File: src/rtl/window_accumulator.sv
// Sums fixed windows of ACC_LEN valid samples, scales by >>>SHIFT, queues results in a 2-entry buffer.
// Result one cycle after the last sample; upstream never stalls, a full buffer drops the result and counts it.

module fifo #(
  parameter int WIDTH = 8,
  parameter int DEPTH = 2
) (
  input  logic             clk,
  input  logic             rst,
  input  logic             push,
  input  logic [WIDTH-1:0] push_dat,
  input  logic             pop,
  output logic [WIDTH-1:0] pop_dat,
  output logic             full,
  output logic             empty
);
  localparam int AW = (DEPTH > 1) ? $clog2(DEPTH) : 1;

  logic [WIDTH-1:0] mem [DEPTH];
  logic [AW-1:0]    wr_ptr, rd_ptr;
  logic [AW:0]      count;
  logic             do_push, do_pop;

  function automatic logic [AW-1:0] next_ptr(input logic [AW-1:0] p);
    return (p == AW'(DEPTH - 1)) ? '0 : p + 1'b1;
  endfunction

  assign full    = (count == (AW+1)'(DEPTH));
  assign empty   = (count == '0);
  // A push into a full buffer is legal when the head leaves on the same edge.
  assign do_push = push & (~full | pop);
  assign do_pop  = pop & ~empty;
  assign pop_dat = mem[rd_ptr];

  always_ff @(posedge clk or posedge rst) begin
    if (rst) begin
      for (int i = 0; i < DEPTH; i++) mem[i] <= '0;
      wr_ptr <= '0;
      rd_ptr <= '0;
      count  <= '0;
    end else begin
      if (do_push) begin
        mem[wr_ptr] <= push_dat;
        wr_ptr      <= next_ptr(wr_ptr);
      end
      if (do_pop) rd_ptr <= next_ptr(rd_ptr);
      case ({do_push, do_pop})
        2'b10:   count <= count + 1'b1;
        2'b01:   count <= count - 1'b1;
        default: count <= count;
      endcase
    end
  end
endmodule

module window_accumulator #(
  parameter int IN_WIDTH  = 20,
  parameter int ACC_LEN   = 16,
  parameter int SHIFT     = 4,
  parameter int OVR_WIDTH = 8,
  localparam int ACC_WIDTH = IN_WIDTH + $clog2(ACC_LEN)
) (
  input  logic                        clk,
  input  logic                        reset,
  input  logic signed [IN_WIDTH-1:0]  in_data,
  input  logic                        in_valid,
  input  logic                        clear,
  output logic signed [ACC_WIDTH-1:0] out_data,
  output logic                        out_valid,
  input  logic                        out_ready,
  output logic [OVR_WIDTH-1:0]        overrun_count,
  output logic                        busy
);
  localparam int CW = $clog2(ACC_LEN);

  if (ACC_LEN < 2 || (ACC_LEN & (ACC_LEN - 1)) != 0 || SHIFT < 0 || SHIFT > CW) begin : g_bad_params
    $error("window_accumulator: ACC_LEN must be a power of two >= 2 and SHIFT within 0..log2(ACC_LEN)");
  end

  typedef enum logic {IDLE, ACCUM} state_t;

  state_t                 state, state_nxt;
  logic signed [ACC_WIDTH-1:0] acc, acc_nxt, sample_ext, sum, result;
  logic [CW-1:0]          cnt, cnt_nxt;
  logic                   push, pop, buf_full, buf_empty, drop;

  assign sample_ext = {{(ACC_WIDTH-IN_WIDTH){in_data[IN_WIDTH-1]}}, in_data};
  assign sum        = acc + sample_ext;
  assign result     = sum >>> SHIFT;

  always_ff @(posedge clk or posedge reset) begin
    if (reset) begin
      state <= IDLE;
      acc   <= '0;
      cnt   <= '0;
    end else begin
      state <= state_nxt;
      acc   <= acc_nxt;
      cnt   <= cnt_nxt;
    end
  end

  always_comb begin
    state_nxt = state;
    acc_nxt   = acc;
    cnt_nxt   = cnt;
    push      = 1'b0;
    if (clear) begin
      state_nxt = IDLE;
      acc_nxt   = '0;
      cnt_nxt   = '0;
    end else if (in_valid) begin
      case (state)
        IDLE: begin
          acc_nxt   = sample_ext;
          cnt_nxt   = CW'(1);
          state_nxt = ACCUM;
        end
        ACCUM: begin
          if (cnt == CW'(ACC_LEN - 1)) begin
            push      = 1'b1;
            acc_nxt   = '0;
            cnt_nxt   = '0;
            state_nxt = IDLE;
          end else begin
            acc_nxt = sum;
            cnt_nxt = cnt + 1'b1;
          end
        end
        default: state_nxt = IDLE;
      endcase
    end
  end

  assign busy      = (state == ACCUM);
  assign out_valid = ~buf_empty;
  assign pop       = out_valid & out_ready;
  assign drop      = push & buf_full & ~pop;

  fifo #(.WIDTH(ACC_WIDTH), .DEPTH(2)) u_buf (
    .clk      (clk),
    .rst      (reset),
    .push     (push),
    .push_dat (result),
    .pop      (pop),
    .pop_dat  (out_data),
    .full     (buf_full),
    .empty    (buf_empty)
  );

  always_ff @(posedge clk or posedge reset) begin
    if (reset) begin
      overrun_count <= '0;
    end else if (drop && overrun_count != '1) begin
      overrun_count <= overrun_count + 1'b1;
    end
  end
endmodule

File: config.mk
export PLATFORM = sky130hd
export DESIGN_NAME = window_accumulator
export DESIGN_NICKNAME = d
export VERILOG_FILES = /design/src/rtl/window_accumulator.sv
export SDC_FILE = /design/constraint.sdc
export NUM_CORES = 1
export LEC_CHECK = 0
export ABC_AREA = 0
export CORE_MARGIN = 1
export CORE_UTILIZATION = 25
export CTS_CLUSTER_DIAMETER = 50
export DETAILED_ROUTE_END_ITERATION = 7
export PLACE_DENSITY = 0.53
export SKIP_LAST_GASP = 1
export SLEW_MARGIN = 25
export SYNTH_ARGS = -nofsm -noshare
export SYNTH_HDL_FRONTEND = slang
export SYNTH_SLANG_ARGS = --single-unit
File: constraint.sdc
create_clock -name clk -period 3.2 [get_ports clk]
set_input_delay 0.64 -clock clk [delete_from_list [all_inputs] [get_ports clk]]
set_output_delay 0.64 -clock clk [all_outputs]
set_load 0.01 [all_outputs]
# After elaboration in Yosys (flattened, before gate mapping)
# Index checks and enable logic that the tools add are counted.
# W data, S select, Z words.
# word_totals
out_inout_bits,34
reg_bits,89
inputBits,25
# classes
n_addsub,7
order_cmp,3
eq_ne,5
bitwise,12
muxes,25
n_reduce_logical,5
# ops
op,n
$mux W24,7
$bwmux W48,1
$pmux W24 S2,1
$add A24 B20 Y24,1
$demux W24 S1,1
$mux W4,3
$mux W1,9
$add A8 B1 Y8 const B,1
$ne A8 B8 Y1 const B,1
$pmux W4 S2,1
$and A1 B1 Y1,5
$add A4 B1 Y4 const B,1
$eq A2 B2 Y1 const B,2
$eq A4 B4 Y1 const B,1
$ge A2 B2 Y1 const B,2
$not A1 Y1,4
$not A1 Y2,2
$pmux W2 S2,1
$reduce_bool A2 Y1,2
$add A1 B1 Y1 const B,2
$add A2 B1 Y2 const B,1
$eq A2 B1 Y1 const B,1
$logic_and A1 B1 Y1,2
$logic_not A2 Y1,1
other kinds (4),4

# Longest topological paths before layout
# Gate-level depths: netlist of the first run.
# logic_depth
depth_word,8
depth_mapped,10
depth_no_buf,10

# Modules after synthesis
# A second synthesis of the first run with hierarchy kept.
# unflattened
cells_unflattened,495
hier_area_um2,5418.9
# by_module_without_submodules
module,instances,area_each_um2,seq_area_each_um2,cells_per_inst
window_accumulator,1,3032.9,925.9,348
fifo,1,2386.0,1301.2,147

# Worst setup path after synthesis of the first run
# OpenSTA, ideal clock, no wires.
# synth_path
path_kind,input to register
startpoint,input in_data[0]
endpoint,register u_buf.mem[30] (netlist bit)
required_ns,3.075
slack_ns,0.435
t_arrival_ns,2.641
path_stages,10
n_path_buf,0
setup_time_ns,0.125
path_cell_list,ha_1 inv_1 fa_1 nand2b_1 a21oi_2 o21ai_1 a21bo_1 nor4b_1 or3_1 mux2_2
# synth_between
elab_chain_cells,2
# synth_lines
item,line_no,text
from (decl),65,"input logic signed [IN_WIDTH-1:0] in_data,"
$add A24 B20 Y24,88,assign sum = acc + sample_ext;
$bwmux W48,43,mem[wr_ptr] <= push_dat;
"to (signal, indexed assignment)",43,
to (decl),19,logic [WIDTH-1:0] mem [DEPTH];
# Every way passes these cells.
# A chain may end at the register's enable or synchronous reset.

# Worst setup path in the final report of the first run
# layout_path
startpoint,input in_data[0]
endpoint,register u_buf.mem[38] (netlist bit)
# Same word-level chain as after synthesis.

==> flow_metrics.tcl, run 1 <==
set metrics [dict create \
    vias 4215 \
    crit_buf_inv 3 \
    worstPathArrival_ps 3230 \
    h-tree-depth 3 \
    cts_made_buffers 9 \
    root_buffer "clkbuf_16" \
    post_cts_buffers 0 \
    antenna_found_initial 0 \
    clk_pin_slew_ps 60 \
    p_int_w 0.00213 \
    synthArstFlopShare_pct 100 \
    die_h_um 144 \
    relSlewSlack_pct 54.1 \
    place_hpwl_um 9900 \
    n_antenna_cell 0 \
    max_freq_ghz 0.333 \
    die_x_um 144 \
    skew_ps 5.01 \
    grt_pass1_vias 4212 \
    power_density_nw_per_um2 474 \
    first_pass_iters 5 \
    worst_pin_slew_ps 688 \
    grt_overflow_total 0 \
    rsz0062_at_grt "false" \
    power_leakage_nw 3.03 \
    cts_tree "built" \
    synth_area_um2 5030 \
    slowest_delay_ps 480 \
    avgSynthCellArea_um2 9.85 \
    power_frac_clock_pct 33.4 \
    yosysSeqAreaShare_pct 40.3 \
    crit_path_end_kind "register" \
    synth_fp_nets 563 \
    drv_slew 0 \
    hp-class "reg -> reg" \
    hold_buffers 0 \
    ios 59 \
    grt_max_degree 42 \
    maxCapViolations 0 \
    setup_viol_count_final 0 \
    status "completed" \
    vias_per_cell 4.84 \
    start_util_pct 25.7 \
    cts_sinks 81 \
    hold_slack_ps 467 \
    ant_nets 0 \
    fin_nets 655 \
    clock_latency_ps 340 \
    regArea_um2 2030 \
    p_switching_w 0.000940 \
    critPathMaxFanout 3 \
    synth_edf_count 0 \
    ys_ff_latch 81 \
    rows 51 \
    area_growth_pct 28.8 \
    yosys_warnings 0 \
    switching_share_pct 30.6 \
    timing_worst_setup_path_type "in -> reg" \
    num-fill-cells 2011 \
    drt_wl_total_um 13100 \
    grtUsageTotal_pct 13.7 \
    required_ps 3430 \
    ctsResizeCount 0 \
    finalHoldViolations 0 \
    power_frac_seq_pct 36.8 \
    start_kind "input pin" \
    cp_top_family "compound AO/OA/AOI/OAI gates" \
    multiInputGateArea_um2 2850 \
    synth_cells 511 \
    clock_path_buffers 2 \
    final_core_util_pct 33.1 \
    route.detailed.drc 0 \
    slowest_stage "clkdlybuf4s50_1" \
    period_share_pct 93.9 \
    port_buffers 58 \
    drt_iter0_drc 225 \
    min_period_ps 3010 \
    drive_gt1_share_pct 20.8 \
    core_area_um2 19600 \
    routedWlPerCell_um 15.1 \
    combPwrFrac_pct 29.7 \
    die-area_um2 20700 \
    max-vdd-ir-drop_mv 0.186 \
    synthFlopType "dfrtp_1" \
    grt_first_pass_wirelength_um 21800 \
    critical_path.cell_chain "clkdlybuf4s50_1, ha_1, inv_1, fa_1, nand2b_4, a21oi_2, buf_4, o311ai_2, o21bai_2, a31oi_4, a21boi_2, mux2_2" \
    gp_congestion 0.872 \
    synth.distinct_cells 69 \
]
==> metal layers <==
metal,vias up,global-route usage [%],wire [um]
li1,2033,-,-
met1,2045,18.4,6190
met2,116,21.2,6010
met3,21,3.27,685
met4,0,4.98,257
met5,-,0,0
==> cells in the final DEF, fill, tap and decap left out, types with 5 or more instances in the layout <==
cell type        instances
xor2_1                  10
a21o_1                  16
ha_1                    26
nand2_1                 59
buf_4                   47
nor3_1                  17
dfrtp_1                 81
inv_1                   15
nor2b_1                  5
nand3_1                 13
clkdlybuf4s50_1         58
a21oi_1                 25
o21ai_0                 17
a211oi_1                 6
and2_1                   5
mux2_2                  42
nand4_1                  5
clkbuf_16                9
a221oi_1                10
xnor2_1                 18
a22o_1                   8
nor2_1                  36
==> synthesized netlist by cell type (all sizes together) (2+ instances only) <==
cell type,n,area (um^2)
o21bai,2,18.8
a222oi,2,20.0
mux2i,4,40.0
nand3b,3,22.5
clkbuf,14,52.6
nor3,17,85.1
nor4,4,31.3
a21oi,29,160
nor2,38,145
xor2,10,87.6
buf,10,66.3
ha,26,325
and3,4,25.0
o21ai,21,109
or2,2,12.5
a211oi,7,65.1
dfrtp,81,2030
nand4,5,31.3
nand3,14,75.1
xnor2,18,158
o211ai,3,27.5
a21o,16,120
a22o,8,70.1
inv,16,60.1
nand2,59,221
a21boi,4,37.5
and2,5,31.3
o22ai,2,12.5
mux2,43,484
nor3b,2,15.0
nand2b,3,18.8
a221o,2,20.0
or4,2,15.0
nor2b,5,31.3
o311ai,2,25.0
a221oi,11,103
==> layout make-up <==
class / count / area share [%]
Clock buffer: 11 / 3.74
Multi-Input combinational cell: 390 / 43.9
Sequential cell: 81 / 31.3
Inverter: 16 / 0.946
Tap cell: 265 / 5.11
Clock inverter: 3 / 0.656
Timing Repair Buffer: 105 / 14.4
==> through the flow <==
| stage | total power, W | setup slack, ps | cell area [um^2] | std cells | setup TNS, ps |
|---|---|---|---|---|---|
| 2_1_floorplan | 0.00172 | 435 | 5030 | 511 | 0 |
| 3_3_place_gp | 0.00205 | -129 | 6180 | 857 | -908 |
| 3_5_place_dp | 0.00206 | -152 | 6180 | 857 | -1390 |
| 4_1_cts | 0.00312 | 212 | 6460 | 871 | 0 |
| 5_1_grt | 0.00326 | 22.1 | 6480 | 871 | 0 |
| 6_report | 0.00307 | 195 | 6480 | 871 | 0 |
==> flip-flops by register name, summed over array words and instances (netlist names) <==
register / count
u_buf.mem: 40
u_buf.count: 2
u_buf.rd_ptr: 1
acc: 24
overrun_count: 8
busy: 1
cnt: 4
u_buf.wr_ptr: 1
==> cells by family after synthesis <==
group | synth area share, %
mux | 10.4
fa+ha+maj | 6.86
compound gates | 18.4
flops | 40.3
buf+inv | 3.56
simple gates | 15.6
xor+xnor | 4.87
==> worst min-delay path, stage by stage (launching register included) <==
cell and delay (ps):
dfrtp_1 330, nand2_1 50, nand2_1 50
==> power by group through the flow <==
stage / combinational (W) / sequential (W) / clock (W)
final: 0.000914 / 0.00113 / 0.00103
after global routing: 0.00100 / 0.00114 / 0.00112
after detailed placement: 0.000913 / 0.00115 / 0
after global placement: 0.000901 / 0.00115 / 0
after floorplan: 0.000585 / 0.00114 / 0
after CTS: 0.000919 / 0.00113 / 0.00107
==> path summary, 6_finish.rpt <==
path                               startpoint                to  slack [ps]  cells past startpoint
worst max-delay path               in_data[0]     u_buf.mem[38]         190                     12
worst min-delay path            u_buf.mem[24]     u_buf.mem[24]         470                      2
worst max register to register         acc[0]     u_buf.mem[38]         630                     11
worst min register to register  u_buf.mem[24]     u_buf.mem[24]         470                      2
max in group asynchronous               reset           acc[20]        1840                      3
min in group asynchronous               reset  overrun_count[4]         540                      2
(Power assumes the default switching activity.)
==> inputs of run 2 (changes only) <==
- MAX_ROUTING_LAYER: default -> met4
- clock period: 3.2 -> 3 ns (I/O delays scaled with it)
==> flow_metrics.tcl, run 2 (synthesis gave the netlist of run 1 again) <==
set metrics [dict create \
    status "completed" \
    max-vdd-ir-drop_mv 0.248 \
    hp-class "reg -> reg" \
    power_frac_clock_pct 34.6 \
    setup_ws_ps 182 \
    clock_path_buffers 2 \
    ant_nets 0 \
    area_growth_pct 34.5 \
    p_switching_w 0.00104 \
    grt_first_pass_wirelength_um 22400 \
    relSlewSlack_pct 51.7 \
    n_antenna_cell 0 \
    layout_commonest_cell "dfrtp_1" \
    start_kind "input pin" \
    start_util_pct 25.7 \
    critPathMaxFanout 3 \
    postPlaceCellArea_um2 6400 \
    drt_wl_total_um 13600 \
    setup_viol_count_final 0 \
    cts_made_buffers 9 \
    vias 4246 \
    top_register "u_buf.mem" \
    vias_per_cell 4.71 \
    clk_pin_slew_ps 60 \
    cts_sinks 81 \
    largest_reg_flops 40 \
    worstPathArrival_ps 3050 \
    die_h_um 144 \
    period_share_pct 93.9 \
    route.detailed.drc 0 \
    first_pass_iters 5 \
    grt_max_degree 71 \
    core_area_um2 19600 \
    port_buffers 58 \
    root_buffer "clkbuf_16" \
    worst_pin_slew_ps 723 \
    ios 59 \
    switching_share_pct 30.4 \
    grt_pass1_vias 4321 \
    die_x_um 144 \
    finish.instance_area_um2 6770 \
    drv_slew 0 \
    die-area_um2 20700 \
    drt_iter0_drc 204 \
    final_cell_mix "dfrtp_1, buf_4, nand2_1, clkdlybuf4s50_1, mux2_2" \
    fin_tns_setup_ps 0 \
    power_density_nw_per_um2 508 \
    num-fill-cells 2014 \
    gp_congestion 0.860 \
    clock_latency_ps 350 \
    grt_overflow_total 0 \
    place_ws_ps -364 \
    place_hpwl_um 10200 \
    drive_gt1_share_pct 25.1 \
    required_ps 3230 \
    skew_ps 5.96 \
    crit_path_end_kind "register" \
    p_int_w 0.00240 \
    dp_cells 885 \
    antenna_found_initial 0 \
    combPwrFrac_pct 30.3 \
    fin_cells 902 \
    power_frac_seq_pct 35.0 \
    rsz0062_at_grt "false" \
    cts_tree "built" \
    timing_worst_setup_path_type "in -> reg" \
    finalHoldViolations 0 \
    top_regs "u_buf.mem (40), acc (24), overrun_count (8)" \
    hold_slack_ps 473 \
    fin_nets 684 \
    power_leakage_nw 3.20 \
    h-tree-depth 3 \
    min_period_ps 2820 \
    maxCapViolations 0 \
    grtUsageTotal_pct 14.5 \
    routedWlPerCell_um 15.0 \
    max_freq_ghz 0.355 \
    rows 51 \
]
run 2: changes by cell type in the layout (fill, tap and decap cells not counted), sizes merged:
cell and change:
buf +29, bufinv +1, clkdlybuf4s50 -1, clkinvlp +1
dlymetal6s2s +1
run 2: timing repair:
| action | 4_1_cts | 5_1_grt |
|---|---|---|
| hold buffers | 0 | 0 |
| buffers inserted | 0 | 1 |
| resized for setup | 0 | 9 |
| setup endpoints to repair | 0 | 17 |
run 2: final timing paths:
path,from,to,slack [ps],depth (start not counted)
setup / recovery,in_data[1],acc[22],180,12
hold / removal,u_buf.mem[31],u_buf.mem[31],470,2
setup reg to reg,acc[0],acc[22],460,12
hold reg to reg,u_buf.mem[31],u_buf.mem[31],470,2
max in group asynchronous,reset,acc[3],1870,3
min in group asynchronous,reset,overrun_count[2],490,2
run 2: cell type report:
| cell class | instances | area (um^2) | area share, % |
|---|---|---|---|
| multi-input combinational | 390 | 2870 | 42.4 |
| sequential | 81 | 2030 | 29.9 |
| timing repair buffer | 134 | 1170 | 17.2 |
| tap | 265 | 332 | 4.90 |
| clock buffer | 11 | 233 | 3.44 |
| clock inverter | 5 | 80.1 | 1.18 |
| inverter | 16 | 61.3 | 0.906 |
run 2: power groups by stage:
stage,clock network [W],registers [W],logic [W]
global placement,0,0.00122,0.00102
finish,0.00119,0.00121,0.00104
floorplan,0,0.00121,0.000624
detailed placement,0,0.00123,0.00104
CTS,0.00123,0.00121,0.00104
global route,0.00128,0.00121,0.00114
run 2: critical path, stage by stage:
cell	delay (ps)
clkdlybuf4s50_1	500
inv_1	90
fa_2	400
nand2b_4	170
a21oi_4	160
buf_4	140
o311ai_2	120
o21bai_2	290
buf_4	170
a21oi_2	60
mux2i_1	120
a211o_1	230
run 2: routing by layer:
metal / GRT usage, % / vias up / wire length, um
li1: - / 2095 / -
met5: - / - / 0
met2: 22.0 / 92 / 6190
met1: 19.4 / 2041 / 6520
met3: 2.63 / 18 / 638
met4: 4.82 / 0 / 222
run 2: through the flow:
| stage | total power [W] | utilization (%) |
|---|---|---|
| final | 0.00344 | 34.6 |
| after global routing | 0.00363 | 34.6 |
| after CTS | 0.00347 | 34.3 |
| after detailed placement | 0.00226 | 32.7 |
| after global placement | 0.00224 | 32.7 |
| after floorplan | 0.00184 | - |
==> inputs of run 3 (changes only) <==
- CORE_UTILIZATION: 25 -> 57
- PLACE_DENSITY: 0.53 -> 0.92
- SKIP_LAST_GASP: 1 -> default
==> flow_metrics.tcl, run 3 (synthesis gave the netlist of run 1 again) <==
set metrics [dict create \
    status "completed" \
    vias_per_cell 6.17 \
    ant_nets 0 \
    final_core_util_pct 75.8 \
    n_antenna_cell 0 \
    rr_endpoint "u_buf.mem[12]" \
    post_cts_buffers 0 \
    largest_reg_flops 40 \
    die_h_um 96.0 \
    worst_path_most_repeated_cell "a211oi_1" \
    ios 59 \
    core_area_um2 8380 \
    clock_path_buffers 2 \
    required_ps 3240 \
    grtUsageTotal_pct 31.7 \
    rows 33 \
    h-tree-depth 3 \
    route.detailed.drc 0 \
    cts_tree "built" \
    start_kind "input pin" \
    clk_pin_slew_ps 100 \
    top_regs "u_buf.mem (40), acc (24), overrun_count (8)" \
    grt_pass1_vias 4475 \
    rrSetupSlack_ps 370 \
    worst_pin_slew_ps 681 \
    slowest_delay_ps 420 \
    vias 4509 \
    power_frac_clock_pct 26.3 \
    critPathMaxFanout 3 \
    slowest_stage "clkdlybuf4s50_1" \
    critical_path.cell_chain "clkdlybuf4s50_1, ha_1, a211oi_1, nand3_1, a21boi_1, buf_4, nor2_1, nor4_1, a211oi_1, mux2_1" \
    routedWlPerCell_um 18.1 \
    startpoint "in_data[7]" \
    max-vdd-ir-drop_mv 0.246 \
    drt_iter0_drc 316 \
    worstPathArrival_ps 3140 \
    finalPower_w 0.00303 \
    relSlewSlack_pct 54.5 \
    area_growth_pct 26.2 \
    grt_overflow_total 0 \
    power_frac_seq_pct 40.7 \
    power_density_nw_per_um2 478 \
    finalHoldViolations 0 \
    drive_gt1_share_pct 24.3 \
    period_share_pct 96.6 \
    min_period_ps 2900 \
    setup_viol_count_final 0 \
    max_freq_ghz 0.345 \
    die-area_um2 9210 \
    grt_first_pass_wirelength_um 21400 \
    p_switching_w 0.00107 \
    min_to "u_buf.mem[24]" \
    start_util_pct 60.0 \
    rr_worst_depth 9 \
    hold_slack_ps 488 \
    drv_slew 0 \
    fin_nets 673 \
    cp_top_family "compound AO/OA/AOI/OAI gates" \
    r2r_start "acc[7]" \
    root_buffer "clkbuf_8" \
    combPwrFrac_pct 33.1 \
    cts_made_buffers 9 \
    drt_wl_total_um 13300 \
    layout_commonest_cell "dfrtp_1" \
    power_leakage_nw 3.08 \
    timing_worst_setup_path_type "in -> reg" \
    final_cell_mix "dfrtp_1, buf_4, nand2_1, clkdlybuf4s50_1, mux2_2" \
    clock_latency_ps 370 \
    antenna_found_initial 0 \
    place_ws_ps -275 \
    fin_tns_setup_ps 0 \
    p_int_w 0.00196 \
    place_hpwl_um 9570 \
    first_pass_iters 5 \
    port_buffers 58 \
    grt_max_degree 52 \
    rsz0062_at_grt "false" \
    crit_path_end_kind "register" \
    maxCapViolations 0 \
    gp_congestion 0.937 \
    die_x_um 96.0 \
    skew_ps 19.1 \
    crit_buf_inv 2 \
    min-delay-start "u_buf.mem[24]" \
    top_register "u_buf.mem" \
    holdPathStages 2 \
    switching_share_pct 35.2 \
    setup_ws_ps 101 \
    cts_sinks 81 \
    hp-class "reg -> reg" \
]
run 3: cell types whose count changed in the layout (fill, tap and decap cells not counted), moves of 2 or more:
cell and change:
clkinvlp_4 -2, clkbuf_16 -9, clkbuf_1 -2, clkbuf_8 +9, bufinv_16 -2, buf_4 -11
inv_6 +4
run 3: routing by layer:
metal / share of wire [%] / wire (um) / GRT usage, %
met1: 43 / 5670 / 39.1
met2: 49 / 6470 / 52.9
met3: 5.8 / 771 / 5.45
met4: 2.5 / 337 / 10.9
met5: 0 / 0 / -
run 3: worst reg2reg max path: stages, from the launching register on:
cell      delay [ps]
dfrtp_1          400
ha_1             290
a211oi_1         360
nand3_1          140
a21boi_1         290
buf_4            180
nor2_1            50
nor4_1           300
a211oi_1         150
mux2_1           320
run 3: per-stage QoR:
stage,std cells,cell area (um^2)
finish,731,6350
global route,731,6350
CTS,731,6310
detailed placement,715,6130
global placement,715,6130
floorplan,511,5030
run 3: worst max-delay path by stage:
stage	end	cells past startpoint
3_3_place_gp	u_buf.mem[30]	11
3_5_place_dp	u_buf.mem[30]	11
4_1_cts	u_buf.mem[30]	11
5_1_grt	u_buf.mem[36]	10
2_1_floorplan	u_buf.mem[30]	10
6_report	u_buf.mem[12]	10
run 3: layout make-up:
class / count / area (um^2)
Sequential cell: 81 / 2030
Tap cell: 105 / 131
Clock buffer: 9 / 124
Clock inverter: 7 / 60.1
Fill cell: 550 / 2030
Inverter: 16 / 61.3
Multi-Input combinational cell: 390 / 2860
Timing Repair Buffer: 123 / 1080
run 3: what timing repair did:
item | 4_1_cts | 5_1_grt
setup endpoints to repair | 0 | 16
hold buffers | 0 | 0
gates resized for setup | 0 | 8
run 3: power by group through the flow:
stage	Clock [W]	Sequential, W	Combinational (W)
global route	0.000844	0.00124	0.00108
detailed placement	0	0.00125	0.000970
global placement	0	0.00125	0.000931
CTS	0.000790	0.00123	0.000980
floorplan	0	0.00121	0.000624
finish	0.000797	0.00123	0.00100
